==> config.mk <==
export PLATFORM = sky130hd
export DESIGN_NAME = fft_stage_sequencer_flat
export DESIGN_NICKNAME = d
export VERILOG_FILES = /design/src/rtl/fft_pkg.sv /design/src/rtl/fft_stage_sequencer_if.sv /design/src/rtl/fft_watchdog.sv /design/src/rtl/fft_stage_sequencer.sv /design/src/flat_wrapper.sv
export SDC_FILE = /design/constraint.sdc
export NUM_CORES = 1
export LEC_CHECK = 0
export ABC_AREA = 1
export CAP_MARGIN = 10
export CELL_PAD_IN_SITES_DETAIL_PLACEMENT = 2
export CELL_PAD_IN_SITES_GLOBAL_PLACEMENT = 2
export CORE_MARGIN = 2
export CORE_UTILIZATION = 29
export CTS_CLUSTER_SIZE = 25
export DETAILED_ROUTE_END_ITERATION = 6
export GPL_TIMING_DRIVEN = 1
export PLACE_DENSITY_LB_ADDON = 0.1
export SETUP_SLACK_MARGIN = 0.05
export SLEW_MARGIN = 20
export SYNTH_ARGS = -nofsm -noshare
export SYNTH_HDL_FRONTEND = slang
export SYNTH_SLANG_ARGS = --single-unit
==> constraint.sdc <==
create_clock -name clk -period 2.02 [get_ports clk]
set_input_delay 0.404 -clock clk [delete_from_list [all_inputs] [get_ports clk]]
set_output_delay 0.404 -clock clk [all_outputs]
set_load 0.01 [all_outputs]
==> src/rtl/fft_pkg.sv <==
// fft_pkg
// Shared constants and types for the 32-point radix-2 FFT frame sequencer.
//   NUMSTAGES / NUMSAMPLES : frame geometry (NUMSTAGES = log2 NUMSAMPLES)
//   STAGE_TIMEOUT          : default watchdog limit, in RUN cycles per stage
//   STAGE_W / ADDR_W       : widths of the stage index and sample address
//   seq_state_t            : sequencer state encoding
package fft_pkg;

  localparam int NUMSTAGES     = 5;
  localparam int NUMSAMPLES    = 32;
  localparam int STAGE_TIMEOUT = 64;
  localparam int STAGE_W       = 3;
  localparam int ADDR_W        = NUMSTAGES;

  localparam logic [ADDR_W-1:0]  LAST_ADDR  = ADDR_W'(NUMSAMPLES - 1);
  localparam logic [STAGE_W-1:0] LAST_STAGE = STAGE_W'(NUMSTAGES - 1);

  typedef enum logic [2:0] {
    S_IDLE   = 3'd0,
    S_LOAD   = 3'd1,
    S_RUN    = 3'd2,
    S_GAP    = 3'd3,
    S_UNLOAD = 3'd4,
    S_FIN    = 3'd5
  } seq_state_t;

endpackage

==> src/rtl/fft_stage_sequencer_if.sv <==
// fft_stage_sequencer_if
// Host-side sample streams of the FFT sequencer.
//   in_valid / in_ready / in_addr    : sample load into the FFT memory
//   out_valid / out_ready / out_addr : sample unload from the FFT memory
// Modports:
//   master : host side (offers input samples, accepts output samples)
//   slave  : sequencer side
interface fft_stage_sequencer_if;
  import fft_pkg::*;

  logic              in_valid;
  logic              in_ready;
  logic [ADDR_W-1:0] in_addr;
  logic              out_valid;
  logic              out_ready;
  logic [ADDR_W-1:0] out_addr;

  modport master (
    output in_valid, out_ready,
    input  in_ready, in_addr, out_valid, out_addr
  );

  modport slave (
    input  in_valid, out_ready,
    output in_ready, in_addr, out_valid, out_addr
  );

endinterface

==> src/rtl/fft_watchdog.sv <==
// fft_watchdog
// Per-stage watchdog: a down-counter restarted by clr and decremented while
// en is high. expire flags the terminal count while the counter is enabled,
// i.e. in the TIMEOUT-th enabled cycle after a restart.
//   clk, rst_n : clock, synchronous active-low reset
//   clr        : restart the count (takes priority over en)
//   en         : count this cycle
//   expire     : terminal count reached in an enabled cycle
module fft_watchdog #(
  parameter int TIMEOUT = 64
) (
  input  logic clk,
  input  logic rst_n,
  input  logic clr,
  input  logic en,
  output logic expire
);

  localparam int CW = $clog2(TIMEOUT + 1);

  logic [CW-1:0] cnt;

  always_ff @(posedge clk) begin
    if (!rst_n) begin
      cnt <= '0;
    end else if (clr) begin
      cnt <= CW'(TIMEOUT - 1);
    end else if (en && (cnt != '0)) begin
      cnt <= cnt - 1'b1;
    end
  end

  assign expire = en && (cnt == '0);

endmodule

==> src/rtl/fft_stage_sequencer.sv <==
// fft_stage_sequencer
// Frame scheduler for the 32-point radix-2 FFT datapath: loads a frame,
// runs every butterfly stage through fft_stage_control, then unloads.
//   clk, rst_n   : clock, synchronous active-low reset
//   start        : begin a frame (only looked at in IDLE)
//   bus          : sample load/unload handshakes (slave side)
//   ld_data_r    : 0 = memory in load/unload mode, 1 = compute mode
//   en_r         : stage enable to fft_stage_control
//   stage_num_r  : stage index being computed
//   stage_done   : stage complete, from fft_stage_control
//   busy         : frame in progress
//   done         : one-cycle pulse at frame end (also after a timeout)
//   err_timeout  : sticky; a stage ran too long; cleared by reset or start
//
// state  | meaning
// IDLE   | waiting for start
// LOAD   | accepting NUMSAMPLES input samples
// RUN    | stage enabled, waiting for stage_done (watchdog counting)
// GAP    | single cycle with en_r low between two stages
// UNLOAD | presenting NUMSAMPLES output samples
// FIN    | single cycle, done pulse
module fft_stage_sequencer
  import fft_pkg::*;
#(
  parameter int TIMEOUT_CYC = 64
) (
  input  logic                   clk,
  input  logic                   rst_n,
  input  logic                   start,
  fft_stage_sequencer_if.slave   bus,
  output logic                   ld_data_r,
  output logic                   en_r,
  output logic [STAGE_W-1:0]     stage_num_r,
  input  logic                   stage_done,
  output logic                   busy,
  output logic                   done,
  output logic                   err_timeout
);

  seq_state_t        state;
  logic              in_ready_q;
  logic [ADDR_W-1:0] in_addr_q;
  logic              out_valid_q;
  logic [ADDR_W-1:0] out_addr_q;

  logic in_xfer;
  logic out_xfer;
  logic wd_clr;
  logic wd_en;
  logic wd_expire;

  assign bus.in_ready  = in_ready_q;
  assign bus.in_addr   = in_addr_q;
  assign bus.out_valid = out_valid_q;
  assign bus.out_addr  = out_addr_q;

  assign in_xfer  = bus.in_valid && in_ready_q;
  assign out_xfer = out_valid_q && bus.out_ready;

  // Restart the watchdog on every edge that lands in RUN.
  assign wd_clr = ((state == S_LOAD) && in_xfer && (in_addr_q == LAST_ADDR)) ||
                  (state == S_GAP);
  assign wd_en  = (state == S_RUN);

  fft_watchdog #(
    .TIMEOUT (TIMEOUT_CYC)
  ) u_watchdog (
    .clk    (clk),
    .rst_n  (rst_n),
    .clr    (wd_clr),
    .en     (wd_en),
    .expire (wd_expire)
  );

  always_ff @(posedge clk) begin
    if (!rst_n) begin
      state       <= S_IDLE;
      in_ready_q  <= 1'b0;
      in_addr_q   <= '0;
      out_valid_q <= 1'b0;
      out_addr_q  <= '0;
      ld_data_r   <= 1'b0;
      en_r        <= 1'b0;
      stage_num_r <= '0;
      busy        <= 1'b0;
      done        <= 1'b0;
      err_timeout <= 1'b0;
    end else begin
      done <= 1'b0;
      unique case (state)
        S_IDLE: begin
          if (start) begin
            state       <= S_LOAD;
            busy        <= 1'b1;
            in_ready_q  <= 1'b1;
            in_addr_q   <= '0;
            ld_data_r   <= 1'b0;
            err_timeout <= 1'b0;
          end
        end

        S_LOAD: begin
          if (in_xfer) begin
            // The address wraps to 0 naturally on the last sample.
            in_addr_q <= in_addr_q + 1'b1;
            if (in_addr_q == LAST_ADDR) begin
              state      <= S_RUN;
              in_ready_q <= 1'b0;
              ld_data_r  <= 1'b1;
              en_r       <= 1'b1;
            end
          end
        end

        S_RUN: begin
          // A stage_done in the watchdog's final cycle still counts as on time.
          if (stage_done) begin
            en_r <= 1'b0;
            if (stage_num_r == LAST_STAGE) begin
              state       <= S_UNLOAD;
              ld_data_r   <= 1'b0;
              out_valid_q <= 1'b1;
              out_addr_q  <= '0;
            end else begin
              state       <= S_GAP;
              stage_num_r <= stage_num_r + 1'b1;
            end
          end else if (wd_expire) begin
            state       <= S_FIN;
            en_r        <= 1'b0;
            ld_data_r   <= 1'b0;
            stage_num_r <= '0;
            err_timeout <= 1'b1;
            done        <= 1'b1;
          end
        end

        S_GAP: begin
          state <= S_RUN;
          en_r  <= 1'b1;
        end

        S_UNLOAD: begin
          if (out_xfer) begin
            out_addr_q <= out_addr_q + 1'b1;
            if (out_addr_q == LAST_ADDR) begin
              state       <= S_FIN;
              out_valid_q <= 1'b0;
              stage_num_r <= '0;
              done        <= 1'b1;
            end
          end
        end

        S_FIN: begin
          state <= S_IDLE;
          busy  <= 1'b0;
        end

        default: begin
          state       <= S_IDLE;
          in_ready_q  <= 1'b0;
          out_valid_q <= 1'b0;
          ld_data_r   <= 1'b0;
          en_r        <= 1'b0;
          stage_num_r <= '0;
          busy        <= 1'b0;
        end
      endcase
    end
  end

endmodule

==> src/flat_wrapper.sv <==
// flat-port wrapper written by rule: the top's interface ports become plain ports
module fft_stage_sequencer_flat import fft_pkg::*;
#(
  parameter int TIMEOUT_CYC = 64
)
  (clk, rst_n, start, ld_data_r, en_r, stage_num_r, stage_done, busy, done, err_timeout, bus_in_valid, bus_out_ready, bus_in_ready, bus_in_addr, bus_out_valid, bus_out_addr);
  fft_stage_sequencer_if bus_i ();
  input  logic clk;
  input  logic rst_n;
  input  logic start;
  output logic ld_data_r;
  output logic en_r;
  output logic [STAGE_W-1:0] stage_num_r;
  input  logic stage_done;
  output logic busy;
  output logic done;
  output logic err_timeout;
  input wire logic [$bits(bus_i.in_valid)-1:0] bus_in_valid;
  input wire logic [$bits(bus_i.out_ready)-1:0] bus_out_ready;
  output wire logic [$bits(bus_i.in_ready)-1:0] bus_in_ready;
  output wire logic [$bits(bus_i.in_addr)-1:0] bus_in_addr;
  output wire logic [$bits(bus_i.out_valid)-1:0] bus_out_valid;
  output wire logic [$bits(bus_i.out_addr)-1:0] bus_out_addr;
  assign bus_i.in_valid = bus_in_valid;
  assign bus_i.out_ready = bus_out_ready;
  assign bus_in_ready = bus_i.in_ready;
  assign bus_in_addr = bus_i.in_addr;
  assign bus_out_valid = bus_i.out_valid;
  assign bus_out_addr = bus_i.out_addr;
  fft_stage_sequencer #(.TIMEOUT_CYC(TIMEOUT_CYC)) u_core (.clk(clk), .rst_n(rst_n), .start(start), .bus(bus_i), .ld_data_r(ld_data_r), .en_r(en_r), .stage_num_r(stage_num_r), .stage_done(stage_done), .busy(busy), .done(done), .err_timeout(err_timeout));
endmodule
## Word-level counts from Yosys, hierarchy flattened

Index checks and enable logic that the tools add are counted.

- Output and inout port bits: 20
- Logic and storage cells: 124
- Register bits after elaboration: 30

- Bitwise operators: 6
- Equality and inequality tests: 20
- Muxes and demuxes: 51
- Add/subtract/negate cells: 4
- Reductions and logical operators: 30

Operators with widths:

| operator | count |
|---|---|
| $mux W3 | 13 |
| $mux W5 | 5 |
| $mux W1 | 20 |
| $pmux W5 S2 | 2 |
| $reduce_and A4 Y1 | 4 |
| $pmux W3 S5 | 1 |
| $mux W6 | 2 |
| $reduce_and A6 Y1 | 2 |
| $reduce_or A4 Y1 | 3 |
| $add A5 B1 Y5 const B | 2 |
| $eq A5 B5 Y1 const B | 2 |
| $ne A2 B1 Y1 const B | 5 |
| $reduce_and A5 Y1 | 2 |
| $eq A3 B3 Y1 const B | 3 |
| $pmux W3 S3 | 1 |
| $ne A2 B2 Y1 const B | 4 |
| $pmux W1 S4 | 2 |
| $reduce_bool A2 Y1 | 4 |
| $logic_not A7 Y1 | 1 |
| $reduce_bool A7 Y1 | 1 |
| $sub A7 B1 Y7 const B | 1 |
| $eq A3 B2 Y1 const B | 2 |
| $logic_and A1 B1 Y1 | 6 |
| $ne A3 B2 Y1 const B | 2 |
| 12 further kinds | 21 |

## Logic depth before layout (Yosys ltp)

- Word-level depth: 5
- Depth in mapped cells: 13

## Hierarchy

A second synthesis with hierarchy kept.

- Cell total of the unflattened synthesis: 282
- Area total of the unflattened synthesis: 1,804.2 µm²

Modules (own cells, without submodules):

| module | area each (µm²) | instances | sequential area each (µm²) | cells an instance |
|---|---|---|---|---|
| fft_stage_sequencer | 1,347.5 | 1 | 460.4 | 211 |
| fft_watchdog | 456.7 | 1 | 140.1 | 71 |

## Worst setup path after synthesis

No wires, ideal clock.

- Path type: register to register
- Start: reg u_core.in_addr_q[0] (netlist: u_core.bus.in_addr[0])
- End: reg u_core.u_watchdog.cnt[4]
- Data required time: 1.948 ns
- Buffers on the path: 0
- Clock period less this slack: 1.618 ns
- Data arrival time: 1.546 ns
- Slack: 0.402 ns
- Stages on the path, launching flop included: 11
- Cell sequence: dfxtp_1 -> ha_1 -> and3_1 -> ha_1 -> inv_1 -> nor2_1 -> o21ai_2 -> nand2_2 -> inv_1 -> nand2_1 -> a21oi_1

- Longest elaborated chain between the ends: 4
- Elaborated cells on any way between the ends: 5

RTL lines:

| what | RTL line | text |
|---|---|---|
| from (decl) | fft_stage_sequencer.sv:42 | `logic [ADDR_W-1:0] in_addr_q;` |
| from (signal assigned) | fft_stage_sequencer.sv:105 | `in_addr_q <= in_addr_q + 1'b1;` |
| $eq A5 B5 Y1 * | fft_stage_sequencer.sv:61 | `assign wd_clr = ((state == S_LOAD) && in_xfer && (in_addr_q == LAST_ADDR)) \|\|` |
| $logic_and A1 B1 Y1 * | fft_stage_sequencer.sv:61 |  |
| $logic_or A1 B1 Y1 * | fft_stage_sequencer.sv:61 |  |
| $mux W6 / $reduce_bool A2 Y1 (equally long branches) | n/a |  |
| to (signal assigned) | fft_watchdog.sv:27 | `cnt <= CW'(TIMEOUT - 1);` |
| to (signal assigned) | fft_watchdog.sv:29 | `cnt <= cnt - 1'b1;` |
| to (decl) | fft_watchdog.sv:21 | `logic [CW-1:0] cnt;` |

Mark *: on every way between the ends. The rest lies on a longest branch, timed or not.
A chain may end at the register's enable or synchronous reset.

## Final worst setup path

- Start: reg u_core.in_addr_q[0] (netlist: u_core.bus.in_addr[0])
- End: reg u_core.u_watchdog.cnt[5]

The elaborated chain is that of the path after synthesis.

==> results.toml <==
[floorplan]
num_rows = 28
ios = 26
initial_core_util_pct = 29.5
die_h_um = 81.1
core_um2 = 5850
die_area_um2 = 6580
die_w_um = 81.1

[grt]
antenna_found_initial = 0
grt_pass1_wl_um = 8710
grt_max_degree = 14
grt-busiest-layer = "met2"
use_met1_pct = 22.1
track_usage_pct = 17.1
use_met2_pct = 28.3
grt_pass1_vias = 1918
overflow = 0
use_met3_pct = 4.00

[route]
drc_errors = 0
ant_nets = 0
dr.pass1.iters = 4
drt_iter0_markers = 68
routed_wl_um = 5000
avgViaCountPerCell = 4.88
wire_per_inst_um = 13.3
vias = 1833

[critical_path]
crit_required_ns = 2.19
critical_path_buf_inv_count = 2
cp_max_fo = 6
endpoint_kind = "flip-flop"
path_class = "flip-flop to flip-flop"
crit_chain = "ha_1, and3_1, ha_1, inv_1, nor2_1, o21ai_2, buf_4, nand3_1, nand2_1, a21oi_1"
start_kind = "flip-flop"
path_delay_family = "adder cells"
cp_slowest_cell = "dfxtp_2"
r2r_setup_slack_ns = 0.24
path_common_cell = "ha_1"
cp.arrival_ns = 1.95
cpPeakStageDelay_ns = 0.34

[run_status]
status = "finished, final reports clean"

[sta]
drv_slew = 0
finClkSkew_ns = 0.00464
whs_ns = 0.462
tightest_slew_ns = 0.394
setup_viol = 0
period_share_pct = 88.0
hold_violations = 0
period_minus_slack_ns = 1.78
tns_ns = 0
max_freq_ghz = 0.563
rsz0062_at_grt = "true"
relSlewSlack_pct = 73.7

[placed_design]
hpwlAfterDp_um = 4030
place_congestion = 0.772
port_buffers = 25

[power]
ir_worst_vdd_v = 0.000436
clock_power_share_pct = 16.5
seqPwrFrac_pct = 30.3
netSwitchingPower_mw = 1.30
p_per_area_nw_per_um2 = 1300
swShare_pct = 46.0
p_leak_nw = 0.966
p_int_mw = 1.52
power.total_mw = 2.82
combinationalPowerShare_pct = 53.2

[cts]
hold_buffers = 0
htree_levels = 2
cts_root_buf = "clkbuf_8"
cts_tree = "built"
cts_made_buffers = 5
clkSinkCount = 30
cts_buffer_depth = 2
path_clk_slew_ns = 0.07
clock_latency_ns = 0.28

[synth]
syn_area_per_cell_um2 = 6.49
ys_seq_area_share_pct = 34.8
ys_ff_latch = 30
ys.warnings.count = 0
synth_flop_cell = "dfxtp_1"
synthesis.area_um2 = 1730
synthCells = 266
syn-num-nets = 281
synth.distinct_cells = 28
synth-edff-count = 0
ys_async_sr_fraction_pct = 0

[job]
cap_violations = 0

[layout]
layout_commonest_cell = "nand2_1"
nNetsFinal = 316
syn_to_final_growth_pct = 26.0
final_cell_mix = "nand2_1 (70), nor2_1 (40), inv_1 (29)"
drive_gt1_share_pct = 9.30
antenna_cells = 0

[worst_hold_path]
hold_class = "flip-flop to flip-flop"
-- through the flow --
stage	util (%)	area, µm²	setup slack (ns)	instances
after floorplan	-	1730	0.402	266
after global placement	35.7	2090	0.162	368
after detailed placement	35.7	2090	0.108	368
after CTS	37.0	2160	0.171	375
after global routing	37.2	2170	0.0495	376
final	37.2	2170	0.242	376
-- kinds of logic after synthesis --
logic type,share of synthesized area (%)
compound gates,11.6
xor+xnor,1.02
fa+ha+maj,6.53
buf+inv,8.12
flops,34.8
simple gates,37.9
-- flip-flops by register name, summed over array words and instances, names as in the netlist --
signal and flops:
u_core.en_r 1, u_core.bus.in_addr 5, u_core.state 3, u_core.bus.in_ready 1, u_core.bus.out_addr 5, u_core.bus.out_valid 1
u_core.err_timeout 1, u_core.ld_data_r 1, u_core.u_watchdog.cnt 7, u_core.busy 1, u_core.done 1, u_core.stage_num_r 3
-- power by group through the flow --
stage	Clock [mW]	Sequential (mW)	Combinational, mW
after floorplan	0	0.837	1.07
after global placement	0	0.862	1.50
after detailed placement	0	0.865	1.52
after CTS	0.485	0.856	1.53
after global routing	0.516	0.876	1.74
final	0.465	0.853	1.50
-- synthesized netlist by cell type, types with 2 or more instances --
| library cell | n | share of area, % |
|---|---|---|
| nand3_1 | 19 | 5.5 |
| nand4_1 | 5 | 1.8 |
| dfxtp_1 | 30 | 35 |
| nor2_2 | 2 | 0.73 |
| nand2_1 | 70 | 15 |
| nand2_2 | 6 | 2.2 |
| o21ai_0 | 8 | 2.3 |
| ha_1 | 9 | 6.5 |
| and3_1 | 3 | 1.1 |
| inv_1 | 30 | 6.5 |
| nor2_1 | 40 | 8.7 |
| nor3_1 | 3 | 0.87 |
| a21oi_1 | 26 | 7.5 |
-- worst min-delay path: stages, from the launching register on --
cell	delay, ns
dfxtp_1	0.31
inv_1	0.05
a21oi_1	0.05
-- routing by layer --
metal	vias up	share of wire (%)	routed length (µm)
met1	883	50	2490
met3	6	2.4	122
met4	0	1.3	63
met2	20	47	2330
met5	-	0	0
li1	924	-	-
-- timing repair --
item / in CTS / in global routing
resized for setup: 0 / 4
buffers inserted: 0 / 1
setup endpoints to repair: 0 / 5
endpoints found under the hold margin: 0 / 0
-- worst paths after layout --
kind / cells after the start / startpoint / end
hold / removal: 2 / u_core.err_timeout / u_core.err_timeout
hold reg to reg: 2 / u_core.err_timeout / u_core.err_timeout
setup / recovery: 10 / u_core.bus.in_addr[0] / u_core.u_watchdog.cnt[5]
setup reg to reg: 10 / u_core.bus.in_addr[0] / u_core.u_watchdog.cnt[5]
-- final cells by class --
cell class	instances	area, µm²
Sequential cell	30	604
Clock buffer	7	76.3
Tap cell	75	93.8
Multi-Input combinational cell	201	985
Fill cell	703	3680
Timing Repair Buffer	31	295
Inverter	32	120
(Power assumes the default switching activity.)
